File: src/rtl/div_iter.sv
// Multi-cycle radix-2 restoring divider returning {remainder, quotient} over a start/ready handshake.
// Optional macro DIV_EARLY_OUT_EN: finish on the capture edge when |dividend| < |divisor|.
module div_iter #(
  parameter int DATA_WD = 32
) (
  input  logic                   clk,
  input  logic                   rst,
  input  logic                   signed_div_i,
  input  logic [DATA_WD-1:0]     opdata1_i,
  input  logic [DATA_WD-1:0]     opdata2_i,
  input  logic                   start_i,
  input  logic                   annul_i,
  output logic [2*DATA_WD-1:0]   result_o,
  output logic                   ready_o
);

  localparam int CNT_W = $clog2(DATA_WD);
  localparam logic [CNT_W-1:0] CNT_LAST = CNT_W'(DATA_WD - 1);
  localparam logic [CNT_W-1:0] CNT_ONE  = CNT_W'(1);

  typedef enum logic [1:0] {
    S_IDLE,
    S_DIVZERO,
    S_ON,
    S_END
  } state_t;

  state_t                 state_q;
  logic [CNT_W-1:0]       cnt_q;
  logic [2*DATA_WD-1:0]   part_q;
  logic [DATA_WD-1:0]     divisor_q;
  logic                   neg_quo_q;
  logic                   neg_rem_q;
  logic [2*DATA_WD-1:0]   result_q;
  logic                   ready_q;

  // Magnitude of an operand; the most negative value maps onto itself, which is
  // the correct unsigned magnitude.
  function automatic logic [DATA_WD-1:0] mag(input logic sgn, input logic [DATA_WD-1:0] v);
    return (sgn && v[DATA_WD-1]) ? -v : v;
  endfunction

  function automatic logic [DATA_WD-1:0] fix_sign(input logic neg, input logic [DATA_WD-1:0] v);
    return neg ? -v : v;
  endfunction

  logic [DATA_WD-1:0]   a_mag;
  logic [DATA_WD-1:0]   b_mag;
  logic                 cap_neg_quo;
  logic                 cap_neg_rem;
  logic [DATA_WD:0]     rem_sh;
  logic                 ge;
  logic [DATA_WD-1:0]   rem_new;
  logic [2*DATA_WD-1:0] step_d;
  logic [DATA_WD-1:0]   quo_fin;
  logic [DATA_WD-1:0]   rem_fin;

  always_comb begin
    a_mag       = mag(signed_div_i, opdata1_i);
    b_mag       = mag(signed_div_i, opdata2_i);
    cap_neg_quo = signed_div_i & (opdata1_i[DATA_WD-1] ^ opdata2_i[DATA_WD-1]);
    cap_neg_rem = signed_div_i & opdata1_i[DATA_WD-1];

    // part_q holds {remainder, dividend/quotient bits}; shifting it left by one forms
    // the (2*DATA_WD+1)-bit working value whose top DATA_WD+1 bits are compared.
    rem_sh  = part_q[2*DATA_WD-1:DATA_WD-1];
    ge      = (rem_sh >= {1'b0, divisor_q});
    rem_new = ge ? (rem_sh[DATA_WD-1:0] - divisor_q) : rem_sh[DATA_WD-1:0];
    step_d  = {rem_new, part_q[DATA_WD-2:0], ge};

    quo_fin = fix_sign(neg_quo_q, step_d[DATA_WD-1:0]);
    rem_fin = fix_sign(neg_rem_q, step_d[2*DATA_WD-1:DATA_WD]);
  end

  always_ff @(posedge clk or posedge rst) begin
    if (rst) begin
      state_q   <= S_IDLE;
      cnt_q     <= '0;
      part_q    <= '0;
      divisor_q <= '0;
      neg_quo_q <= 1'b0;
      neg_rem_q <= 1'b0;
      result_q  <= '0;
      ready_q   <= 1'b0;
    end else begin
      case (state_q)
        S_IDLE: begin
          if (start_i && !annul_i) begin
            divisor_q <= b_mag;
            part_q    <= {{DATA_WD{1'b0}}, a_mag};
            neg_quo_q <= cap_neg_quo;
            neg_rem_q <= cap_neg_rem;
            cnt_q     <= '0;
            if (opdata2_i == '0) begin
              state_q <= S_DIVZERO;
            end
`ifdef DIV_EARLY_OUT_EN
            else if (a_mag < b_mag) begin
              state_q  <= S_END;
              result_q <= {opdata1_i, {DATA_WD{1'b0}}};
              ready_q  <= 1'b1;
            end
`endif
            else begin
              state_q <= S_ON;
            end
          end
        end

        S_DIVZERO: begin
          if (annul_i) begin
            state_q  <= S_IDLE;
            result_q <= '0;
            ready_q  <= 1'b0;
          end else begin
            state_q  <= S_END;
            result_q <= '0;
            ready_q  <= 1'b1;
          end
        end

        S_ON: begin
          if (annul_i) begin
            state_q  <= S_IDLE;
            cnt_q    <= '0;
            result_q <= '0;
            ready_q  <= 1'b0;
          end else begin
            part_q <= step_d;
            cnt_q  <= cnt_q + CNT_ONE;
            if (cnt_q == CNT_LAST) begin
              state_q  <= S_END;
              result_q <= {rem_fin, quo_fin};
              ready_q  <= 1'b1;
            end
          end
        end

        S_END: begin
          // The result stays up until EX releases start_i.
          if (annul_i || !start_i) begin
            state_q  <= S_IDLE;
            cnt_q    <= '0;
            result_q <= '0;
            ready_q  <= 1'b0;
          end
        end

        default: begin
          state_q  <= S_IDLE;
          result_q <= '0;
          ready_q  <= 1'b0;
        end
      endcase
    end
  end

  assign result_o = result_q;
  assign ready_o  = ready_q;

endmodule

File: config.mk
export PLATFORM = sky130hd
export DESIGN_NAME = div_iter
export DESIGN_NICKNAME = d
export VERILOG_FILES = /design/src/rtl/div_iter.sv
export SDC_FILE = /design/constraint.sdc
export NUM_CORES = 1
export LEC_CHECK = 0
export BUFFER_PORTS_ARGS = -buffer_cell sky130_fd_sc_hd__clkbuf_2
export CORE_ASPECT_RATIO = 1.75
export CORE_UTILIZATION = 50
export CTS_BUF_LIST = sky130_fd_sc_hd__clkbuf_2 sky130_fd_sc_hd__clkbuf_4 sky130_fd_sc_hd__clkbuf_8
export CTS_CLUSTER_DIAMETER = 200
export DETAILED_ROUTE_END_ITERATION = 7
export GPL_TIMING_DRIVEN = 1
export PLACE_DENSITY = 0.74
export SETUP_SLACK_MARGIN = 0.4
export SYNTH_ARGS = -nofsm -noshare
export SYNTH_HDL_FRONTEND = slang
export SYNTH_SLANG_ARGS = --single-unit
export TNS_END_PERCENT = 20
File: constraint.sdc
create_clock -name clk -period 9 [get_ports clk]
set_clock_uncertainty 0.15 [all_clocks]
set_input_delay 0.45 -clock clk [delete_from_list [all_inputs] [get_ports clk]]
set_output_delay 0.45 -clock clk [all_outputs]
set_load 0.01 [all_outputs]
==> reports/summary.txt <==
Worst slew pin tran -> 1110 ps
Critical Path Start Type -> flip-flop
Clock Path Buffers -> 2
Worst hold path type -> in2reg
Max-Cap Viols -> 0
Number of antenna diodes -> 0
Fmax -> 0.154 GHz
Number of remaining DRC errors -> 0
WL final -> 36800 um
Initial DRC count -> 665
Clk slew on worst S/H paths -> 100 ps
Final hold vios -> 0
Htree depth -> 4
CP endpoint kind -> flip-flop
Initial DRT Pass Iterations -> 5
Outcome -> finished, final reports clean
Leak pwr -> 5.90 nW
Vias in the first global route -> 11300
I/O pin count -> 134
Die area -> 24900 sq um
DRT antenna net count -> 0
Detailed-placement wirelength estimate -> 27700 um
Min Tclk post-route -> 6480 ps
Critical Path Fanout Max -> 47
Via count -> 11400
Share of cells above drive strength 1 -> 0.133
Antenna violations before repair -> 0
Main synth FF type -> dfrtp_1
RSZ-0062 raised after global routing -> no
CTS Sinks -> 170
Skew-Pair Late Insertion Delay -> 520 ps
Power per cell area -> 444 nW/um^2
Crit path DAT -> 6760 ps
Synth Net Count -> 1608
Slew HR -> 0.262
Hold slack -> 86.0 ps
Port Buf Inserts -> 133
Chip width -> 120 um
CTS buffer count -> 17
Core Box Area -> 23800 sq um
Fin crit share -> 0.720
Placed cell areas -> 12900 sq um
Seq/Total Area, Yosys -> 0.351
Final instance area -> 13300 sq um
Die Height -> 208 um
Yosys warning count -> 0
Routability cong. -> 0.947
Distinct cells, synth -> 75
Syn_area_per_cell -> 8.09 sq um
Vias per cell -> 6.05
Nets@finish -> 1681
Cells after synthesis -> 1496
Final Max Tran Viols -> 0
CTS root buf -> clkbuf_8
Row count -> 75
Critical path required time -> 9280 ps
First-pass GRT wire length -> 58100 um
Largest net degree at the start of global routing -> 91
Crit path kind -> reg2reg
Flops & latches, synth -> 170
Total GRT Usage -> 0.304
Synthesized cell area -> 12100 sq um
# setup viols final -> 0
Synth-to-layout area growth -> 10.1%
TritonCTS clock tree -> yes
Post-DR wirelength/cell -> 19.5 um
Asr flop ratio synth -> 1.00
Initial Util -> 0.508
Number of enable flip-flop cells after synthesis -> 0
Total gr overflow -> 0
VDD IR max -> 244 uV
Final sum of negative setup slack -> 0 ps
-- power by group --
part           total (mW)  switching, mW  internal (mW)
logic                3.98           2.57           1.41
registers            1.35          0.300           1.05
clock network       0.595          0.308          0.287
total                5.92           3.18           2.74
-- cell families (layout without fill, tap and decap cells) --
| group | Yosys count | after routing | synth area share |
|---|---|---|---|
| AND/OR/NAND/NOR | 505 | 505 | 0.197 |
| flip-flops | 170 | 170 | 0.351 |
| multiplexers | 29 | 29 | 0.0244 |
| adder cells (fa/ha/maj) | 43 | 43 | 0.0451 |
| XOR/XNOR | 138 | 138 | 0.0998 |
| buffers and inverters | 153 | 239 | 0.0515 |
| AO/OA/AOI/OAI | 458 | 458 | 0.231 |
-- layout by cell type, fill, tap and decap left out, drive strengths merged, types with 11 or more instances in the layout --
master,count
o21ai,214
nand2,202
dfrtp,170
clkbuf,153
a21oi,91
nor2,90
xnor2,76
xor2,62
inv,62
nand3,50
ha,42
o31ai,39
nor3,34
mux2i,25
or4,18
nand2b,17
or3,17
a22oi,16
a31oi,16
nor4,15
buf,15
nand4,14
o41ai,13
and2,11
a21o,11
-- cell usage after synthesis (17+ instances only) --
cell / number / area, sq um
a21oi_1: 89 / 445
clkbuf_1: 66 / 248
dfrtp_1: 170 / 4250
ha_1: 42 / 526
inv_1: 56 / 210
mux2i_1: 25 / 250
nand2_1: 202 / 758
nand2b_1: 17 / 106
nand3_1: 50 / 250
nor2_1: 90 / 338
nor3_1: 33 / 165
o21ai_0: 194 / 971
o21ai_1: 18 / 90.1
o31ai_1: 37 / 278
or3_1: 17 / 106
or4_1: 18 / 135
xnor2_1: 76 / 666
xor2_1: 62 / 543
-- flip-flops by register name, summed over array words and instances, names as in the netlist --
register,flops
part_q,64
result_o,64
neg_rem_q,1
ready_o,1
neg_quo_q,1
divisor_q,32
cnt_q,5
state_q,2
-- critical path: stages (launching register included) --
cell and delay, ps:
dfrtp_1 380, inv_1 210, ha_1 330, nor2b_1 170, o21bai_1 420, a21oi_2 170
o21ai_4 280, a211oi_1 130, buf_4 200, or2_2 350, buf_4 330, nor2_1 150
a21oi_1 70, inv_1 80, ha_1 180, inv_1 70, or4_1 550, or2_2 330
or4_1 470, o41a_1 150, or3_1 540, nor3_1 250, mux2_1 340, o211ai_1 100
-- per-stage QoR --
stage	std cells	total power [mW]	setup slack, ps	util
4_1_cts	1890	5.89	2560	0.559
6_report	1890	5.92	2520	0.559
3_3_place_gp	1857	5.23	2700	0.541
3_5_place_dp	1857	5.27	2580	0.541
2_1_floorplan	1496	4.13	2920	-
5_1_grt	1890	6.35	2220	0.559
-- final timing paths --
path	start	slack, ps	cells after the start	end
setup / recovery	divisor_q[1]	2520	23	result_o[62]
hold / removal	opdata1_i[26]	90	3	part_q[26]
setup reg to reg	divisor_q[1]	2520	23	result_o[62]
hold reg to reg	divisor_q[27]	340	2	divisor_q[27]
max in group asynchronous	rst	6530	4	part_q[62]
min in group asynchronous	rst	510	3	result_o[34]
-- area by class of cell --
| cell class | count | area (sq um) |
|---|---|---|
| clock buffers | 20 | 256 |
| clock inverters | 12 | 163 |
| fillers | 2337 | 10500 |
| inverters | 58 | 223 |
| multi-input cells | 1173 | 7260 |
| flip-flops and latches | 170 | 4250 |
| well taps | 308 | 385 |
| repair buffers | 149 | 788 |
-- layer usage --
| metal | vias to the layer above | global-route usage | wire, um |
|---|---|---|---|
| li1 | 5452 | - | - |
| met1 | 5537 | 0.303 | 13000 |
| met2 | 327 | 0.557 | 19600 |
| met3 | 127 | 0.0442 | 1350 |
| met4 | 0 | 0.230 | 2830 |
| met5 | - | 0 | 0 |
-- timing repair --
item / CTS / global route
resized for setup: 0 / 0
buffers inserted: 0 / 0
setup endpoints to repair: 0 / 0
hold endpoints to repair: 89 / 0
hold buffers: 1 / 0
Note: power is estimated with default switching activity, not from simulation.
